`src/rtl/ldm_stm_seq.sv`:
```
// Block-transfer sequencer for LDM/STM: walks a 16-bit register list, one memory word per transfer,
// driving register-file selects and an optional base-register writeback.
module ldm_stm_seq #(
  parameter int ADDR_W = 32,
  parameter int DATA_W = 32
) (
  input  logic              clock,
  input  logic              reset_n,
  input  logic              start,
  input  logic              is_load,
  input  logic [15:0]       reg_list,
  input  logic [ADDR_W-1:0] base_addr,
  input  logic [3:0]        base_reg,
  input  logic              up,
  input  logic              pre,
  input  logic              writeback,
  output logic              busy,
  output logic              done,
  output logic [3:0]        sel_rd,
  input  logic [DATA_W-1:0] rd_data,
  output logic              wr_en,
  output logic [3:0]        sel_wr,
  output logic [DATA_W-1:0] wr_data,
  output logic              mem_req,
  output logic              mem_we,
  output logic [ADDR_W-1:0] mem_addr,
  output logic [DATA_W-1:0] mem_wdata,
  input  logic              mem_ack,
  input  logic [DATA_W-1:0] mem_rdata
);

  typedef enum logic [2:0] {
    IDLE  = 3'd0,
    SETUP = 3'd1,
    XFER  = 3'd2,
    LAST  = 3'd3,
    WB    = 3'd4,
    DONE  = 3'd5
  } state_t;

  localparam logic [ADDR_W-1:0] WORD = {{(ADDR_W-3){1'b0}}, 3'b100};

  function automatic logic [4:0] popcount16(input logic [15:0] v);
    logic [4:0] c;
    c = 5'd0;
    for (int i = 0; i < 16; i++) begin
      c = c + {4'd0, v[i]};
    end
    return c;
  endfunction

  function automatic logic [3:0] lowest_set(input logic [15:0] v);
    logic [3:0] idx;
    idx = 4'd0;
    for (int i = 15; i >= 0; i--) begin
      if (v[i]) begin
        idx = 4'(i);
      end
    end
    return idx;
  endfunction

  state_t              state_r;
  state_t              state_s;
  logic                is_load_r;
  logic                up_r;
  logic                pre_r;
  logic                wb_r;
  logic [3:0]          base_reg_r;
  logic [15:0]         orig_list_r;
  logic [15:0]         list_r;
  logic [ADDR_W-1:0]   base_r;
  logic [3:0]          cur_r;
  logic [ADDR_W-1:0]   cur_addr_r;
  logic [ADDR_W-1:0]   final_r;
  logic                wr_en_r;
  logic [3:0]          sel_wr_r;
  logic [DATA_W-1:0]   wr_data_r;

  logic [4:0]          n_s;
  logic [ADDR_W-1:0]   four_n_s;
  logic [ADDR_W-1:0]   start_addr_s;
  logic [ADDR_W-1:0]   final_s;
  logic [15:0]         list_next_s;
  logic                xfer_s;
  logic                wb_hit_s;

  // Address arithmetic for SETUP and list bookkeeping for XFER.
  always_comb begin
    n_s          = popcount16(list_r);
    four_n_s     = {{(ADDR_W-7){1'b0}}, n_s, 2'b00};
    final_s      = up_r ? (base_r + four_n_s) : (base_r - four_n_s);
    list_next_s  = list_r & ~(16'd1 << cur_r);
    xfer_s       = (state_r == XFER);
    // A base register that is itself loaded keeps the loaded value.
    wb_hit_s     = wb_r & ~(is_load_r & orig_list_r[base_reg_r]);
    start_addr_s = base_r;
    case ({up_r, pre_r})
      2'b10:   start_addr_s = base_r;
      2'b11:   start_addr_s = base_r + WORD;
      2'b00:   start_addr_s = base_r - four_n_s + WORD;
      2'b01:   start_addr_s = base_r - four_n_s;
      default: start_addr_s = base_r;
    endcase
  end

  // Next-state logic.
  always_comb begin
    state_s = state_r;
    case (state_r)
      IDLE: begin
        if (start) begin
          state_s = (reg_list != 16'd0) ? SETUP : DONE;
        end else begin
          state_s = IDLE;
        end
      end
      SETUP: state_s = XFER;
      XFER: begin
        if (mem_ack && (list_next_s == 16'd0)) begin
          state_s = LAST;
        end else begin
          state_s = XFER;
        end
      end
      LAST:    state_s = WB;
      WB:      state_s = DONE;
      DONE:    state_s = IDLE;
      default: state_s = IDLE;
    endcase
  end

  // State register.
  always_ff @(posedge clock or negedge reset_n) begin
    if (!reset_n) begin
      state_r <= IDLE;
    end else begin
      state_r <= state_s;
    end
  end

  // Operand latching, transfer walk and register-file write port.
  always_ff @(posedge clock or negedge reset_n) begin
    if (!reset_n) begin
      is_load_r   <= 1'b0;
      up_r        <= 1'b0;
      pre_r       <= 1'b0;
      wb_r        <= 1'b0;
      base_reg_r  <= 4'd0;
      orig_list_r <= 16'd0;
      list_r      <= 16'd0;
      base_r      <= {ADDR_W{1'b0}};
      cur_r       <= 4'd0;
      cur_addr_r  <= {ADDR_W{1'b0}};
      final_r     <= {ADDR_W{1'b0}};
      wr_en_r     <= 1'b0;
      sel_wr_r    <= 4'd0;
      wr_data_r   <= {DATA_W{1'b0}};
    end else begin
      wr_en_r   <= 1'b0;
      sel_wr_r  <= 4'd0;
      wr_data_r <= {DATA_W{1'b0}};
      case (state_r)
        IDLE: begin
          if (start) begin
            is_load_r   <= is_load;
            up_r        <= up;
            pre_r       <= pre;
            wb_r        <= writeback;
            base_reg_r  <= base_reg;
            orig_list_r <= reg_list;
            list_r      <= reg_list;
            base_r      <= base_addr;
          end
        end
        SETUP: begin
          cur_addr_r <= start_addr_s;
          final_r    <= final_s;
          cur_r      <= lowest_set(list_r);
        end
        XFER: begin
          if (mem_ack) begin
            list_r     <= list_next_s;
            cur_addr_r <= cur_addr_r + WORD;
            cur_r      <= lowest_set(list_next_s);
            if (is_load_r) begin
              wr_en_r   <= 1'b1;
              sel_wr_r  <= cur_r;
              wr_data_r <= mem_rdata;
            end
          end
        end
        LAST: begin
          // Writeback is registered here so it appears during the WB cycle.
          if (wb_hit_s) begin
            wr_en_r   <= 1'b1;
            sel_wr_r  <= base_reg_r;
            wr_data_r <= final_r;
          end
        end
        default: begin
        end
      endcase
    end
  end

  assign busy      = (state_r != IDLE);
  assign done      = (state_r == DONE);
  assign mem_req   = xfer_s;
  assign mem_we    = xfer_s & ~is_load_r;
  assign mem_addr  = xfer_s ? cur_addr_r : {ADDR_W{1'b0}};
  assign sel_rd    = xfer_s ? cur_r : 4'd0;
  assign mem_wdata = xfer_s ? rd_data : {DATA_W{1'b0}};
  assign wr_en     = wr_en_r;
  assign sel_wr    = sel_wr_r;
  assign wr_data   = wr_data_r;

endmodule

```
`config.mk`:
```
export PLATFORM = sky130hd
export DESIGN_NAME = ldm_stm_seq
export DESIGN_NICKNAME = d
export VERILOG_FILES = /design/src/rtl/ldm_stm_seq.sv
export SDC_FILE = /design/constraint.sdc
export NUM_CORES = 1
export LEC_CHECK = 0
export BUFFER_PORTS_ARGS = -buffer_cell sky130_fd_sc_hd__buf_2
export CAP_MARGIN = 20
export CORE_UTILIZATION = 50
export CTS_CLUSTER_SIZE = 28
export DETAILED_ROUTE_END_ITERATION = 10
export GPL_ROUTABILITY_DRIVEN = 0
export HOLD_SLACK_MARGIN = 0.05
export PLACE_DENSITY = 0.73
export RECOVER_POWER = 50
export SYNTH_ARGS = -nofsm -noshare
export SYNTH_HDL_FRONTEND = slang
export SYNTH_SLANG_ARGS = --single-unit
```
`constraint.sdc`:
```
create_clock -name clock -period 9.9 [get_ports clock]
set_input_delay 1.485 -clock clock [delete_from_list [all_inputs] [get_ports clock]]
set_output_delay 1.485 -clock clock [all_outputs]
set_load 0.01 [all_outputs]
```
==> results.py <==
metrics = {
    "timing": {
        "slew_violations": 515,
        "tns_ns": 0,
        "setup_viol": 0,
        "period_needed_ns": 7.31,
        "fmax_mhz": 137,
        "grt_setup_unrepaired": "false",
        "finalHoldWorstSlack_ns": 0.477,
        "period_share": 0.738,
        "tightest_slew_ns": 5.58,
        "skew_ns": 0.0113,
        "layout_setup_ws_ns": 2.59,
        "slew_headroom": -2.72,
        "finalHoldViolations": 0,
    },
    "grt": {
        "met3_usage": 0.0451,
        "grt_pass1_wl_mm": 62.2,
        "use_met2": 0.496,
        "grt.busiest_layer": "met2",
        "grt_pass1_vias": 11600,
        "grt_usage": 0.311,
        "grt-ovfl-total": 0,
        "antenna_found_initial": 0,
        "grt_max_degree": 106,
        "grt_util_met1": 0.418,
    },
    "setup_path": {
        "max_stage_delay_ns": 0.85,
        "worst_path_most_repeated_cell": "fa_1",
        "crit_slowest_cell": "a2111oi_4",
        "critical_path.top_delay_family": "adder cells",
        "end_kind": "flop",
        "arrival_ns": 7.50,
        "rrSetupSlack_ns": 2.59,
        "ff2ff_path_depth": 20,
        "critPathKind": "reg -> reg",
        "path_max_fanout": 19,
        "path_depth": 20,
        "worst_ep_required_time_ns": 10.09,
        "path_buf_inv": 2,
        "critical_path.cell_chain": "inv_1 > fa_1 > fa_1 > fa_1 > fa_1 > inv_1 > ha_1 > fa_1 > xor2_1 > ha_1 > nor2b_1 > a2111oi_4 > o21ai_1 > a22oi_1 > nand4_1 > or4_1 > nor4_4 > xnor2_1 > a221oi_2 > o21ai_1",
        "start_kind": "flop",
    },
    "yosys": {
        "yosys_warnings": 0,
        "synth_compound_area_frac": 0.203,
        "synth.distinct_cells": 77,
        "synthSimpleGateAreaFrac": 0.269,
        "synthAdderAreaFrac": 0.0408,
        "netlist.area_leader.share": 0.365,
        "synth.top_cells.by_area": "dfrtp_1 36%, nand2_1 9.1%, o21ai_0 4.7%",
        "syn-num-nets": 1703,
        "synth.area.mux_share": 0.0157,
        "synth_xor_xnor_area_share": 0.0546,
        "avgSynthCellArea_um2": 7.98,
        "synth_edf_count": 0,
        "synth_cells": 1546,
        "synth_top_family_by_area": "simple AND/OR/NAND/NOR gates",
        "synth_area_um2": 12300,
        "synth-main-ff-cell": "dfrtp_1",
        "ys_ff_latch": 180,
        "yosysSeqAreaShare": 0.365,
        "async_flop_share": 1.00,
        "yosysTopAreaCell": "dfrtp_1",
    },
    "floorplan": {
        "dieArea_um2": 25300,
        "die_w_um": 159,
        "ios": 233,
        "coreArea_um2": 24200,
        "fp-row-count": 57,
        "die_y_um": 159,
        "start_util": 0.509,
    },
    "cts": {
        "cts_setup_buffers": 0,
        "cts_tree": "built",
        "cts.clk_slew.worst_paths_ns": 0.08,
        "htreeDepth": 4,
        "cts_root_buffer": "clkbuf_16",
        "cts_sinks": 180,
        "clk_latency_ns": 0.44,
        "hold_buffers": 0,
        "cts_resized": 0,
        "cts-buffers-inserted": 17,
        "max-clock-path-buffers": 2,
    },
    "drt": {
        "routed_wl_mm": 39.7,
        "viasPerCell": 6.10,
        "wl_per_cell_um": 19.5,
        "drtPass1Iterations": 5,
        "drc": 0,
        "drtAntennaViolNets": 0,
        "num_vias": 12400,
        "drt_iter0_markers": 1138,
    },
    "placement": {
        "port_buffers": 232,
        "hpwlAfterDp_mm": 28.7,
        "dp_slack_ns": 2.77,
    },
    "cells_and_area": {
        "final_layout_size_suffix_gt1_frac": 0.163,
        "utilization": 0.585,
        "fin_nets": 1857,
        "antennaDiodeCount": 0,
        "area_growth_pct": 14.9,
        "fillers": 2274,
    },
    "job": {
        "timing.max_cap.violations": 9,
    },
    "min_path": {
        "hp-class": "reg -> reg",
        "hold_depth": 2,
    },
    "run_status": {
        "violations": "max-capacitance violations, max-slew violations",
        "outcome": "complete, but fails checks",
    },
}
==> cells in the final DEF, fill, tap and decap left out, types with 36 or more instances in the layout <==
master	synthesis	final
nand3_1	44	44
and3_1	92	92
a22o_1	36	36
inv_1	54	54
nand2_1	300	299
o21ai_0	117	117
clkbuf_1	95	44
nor2_1	97	96
dfrtp_1	180	180
a21oi_1	99	98
buf_2	6	193
xnor2_1	46	46
==> flip-flops by register name, indices dropped and copies added (netlist names), 3 cells and up <==
signal       count
base_r          32
cur_addr_r      32
final_r         32
wr_data         32
list_r          16
orig_list_r     16
base_reg_r       4
cur_r            4
sel_wr           4
state_r          3
==> layer usage <==
layer	share of wire	vias up	wire length, µm
met3	0.083	115	3300
met2	0.46	653	18300
met1	0.41	5887	16300
met5	0	-	0
met4	0.045	0	1800
li1	-	5773	-
==> area by class of cell <==
cell class | count | area (µm²) | area share
clock buffer | 17 | 425 | 0.0300
clock inverter | 15 | 199 | 0.0140
inverter | 55 | 206 | 0.0146
multi-input combinational | 1200 | 7220 | 0.509
sequential | 180 | 4500 | 0.318
tap | 324 | 405 | 0.0286
timing repair buffer | 246 | 1220 | 0.0858
==> cells in the mapped netlist (21+ instances only) <==
master / number
a21oi_1: 99
xor2_1: 31
inv_1: 54
dfrtp_1: 180
a22o_1: 36
nand3_1: 44
xnor2_1: 46
nand2_1: 300
ha_1: 21
nor3_1: 31
nor2_1: 97
and3_1: 92
clkbuf_1: 95
o21ai_0: 117
==> worst register-to-register path, cell delays in order, from the launching register on <==
cell	delay (ns)
dfrtp_1	0.44
inv_1	0.12
fa_1	0.57
fa_1	0.44
fa_1	0.48
fa_1	0.51
inv_1	0.04
ha_1	0.20
fa_1	0.41
xor2_1	0.19
ha_1	0.37
nor2b_1	0.21
a2111oi_4	0.85
o21ai_1	0.23
a22oi_1	0.29
nand4_1	0.26
or4_1	0.75
nor4_4	0.27
xnor2_1	0.11
a221oi_2	0.23
o21ai_1	0.08
==> final timing paths <==
path | to | from
worst max-delay path | cur_addr_r[24] | list_r[5]
worst min-delay path | orig_list_r[13] | orig_list_r[13]
worst max register to register | cur_addr_r[24] | list_r[5]
worst min register to register | orig_list_r[13] | orig_list_r[13]
max in group asynchronous | list_r[9] | reset_n
min in group asynchronous | wr_data[1] | reset_n
==> cell families after synthesis <==
family	Yosys count
AOI/OAI and AO/OA	388
xor gates and xnor gates	77
adders and majority gates	33
buffers and inverters	166
DFF	180
muxes	13
and+or+nand+nor	689
==> per-stage QoR <==
step,area (µm²),cells
after floorplan,12300,1546
after global placement,13600,2004
after detailed placement,13600,2004
after CTS,14200,2036
after global routing,14200,2037
final,14200,2037
Power is not shown: default switching activity piles up to over one toggle a cycle in this logic, so the estimate is an artifact.
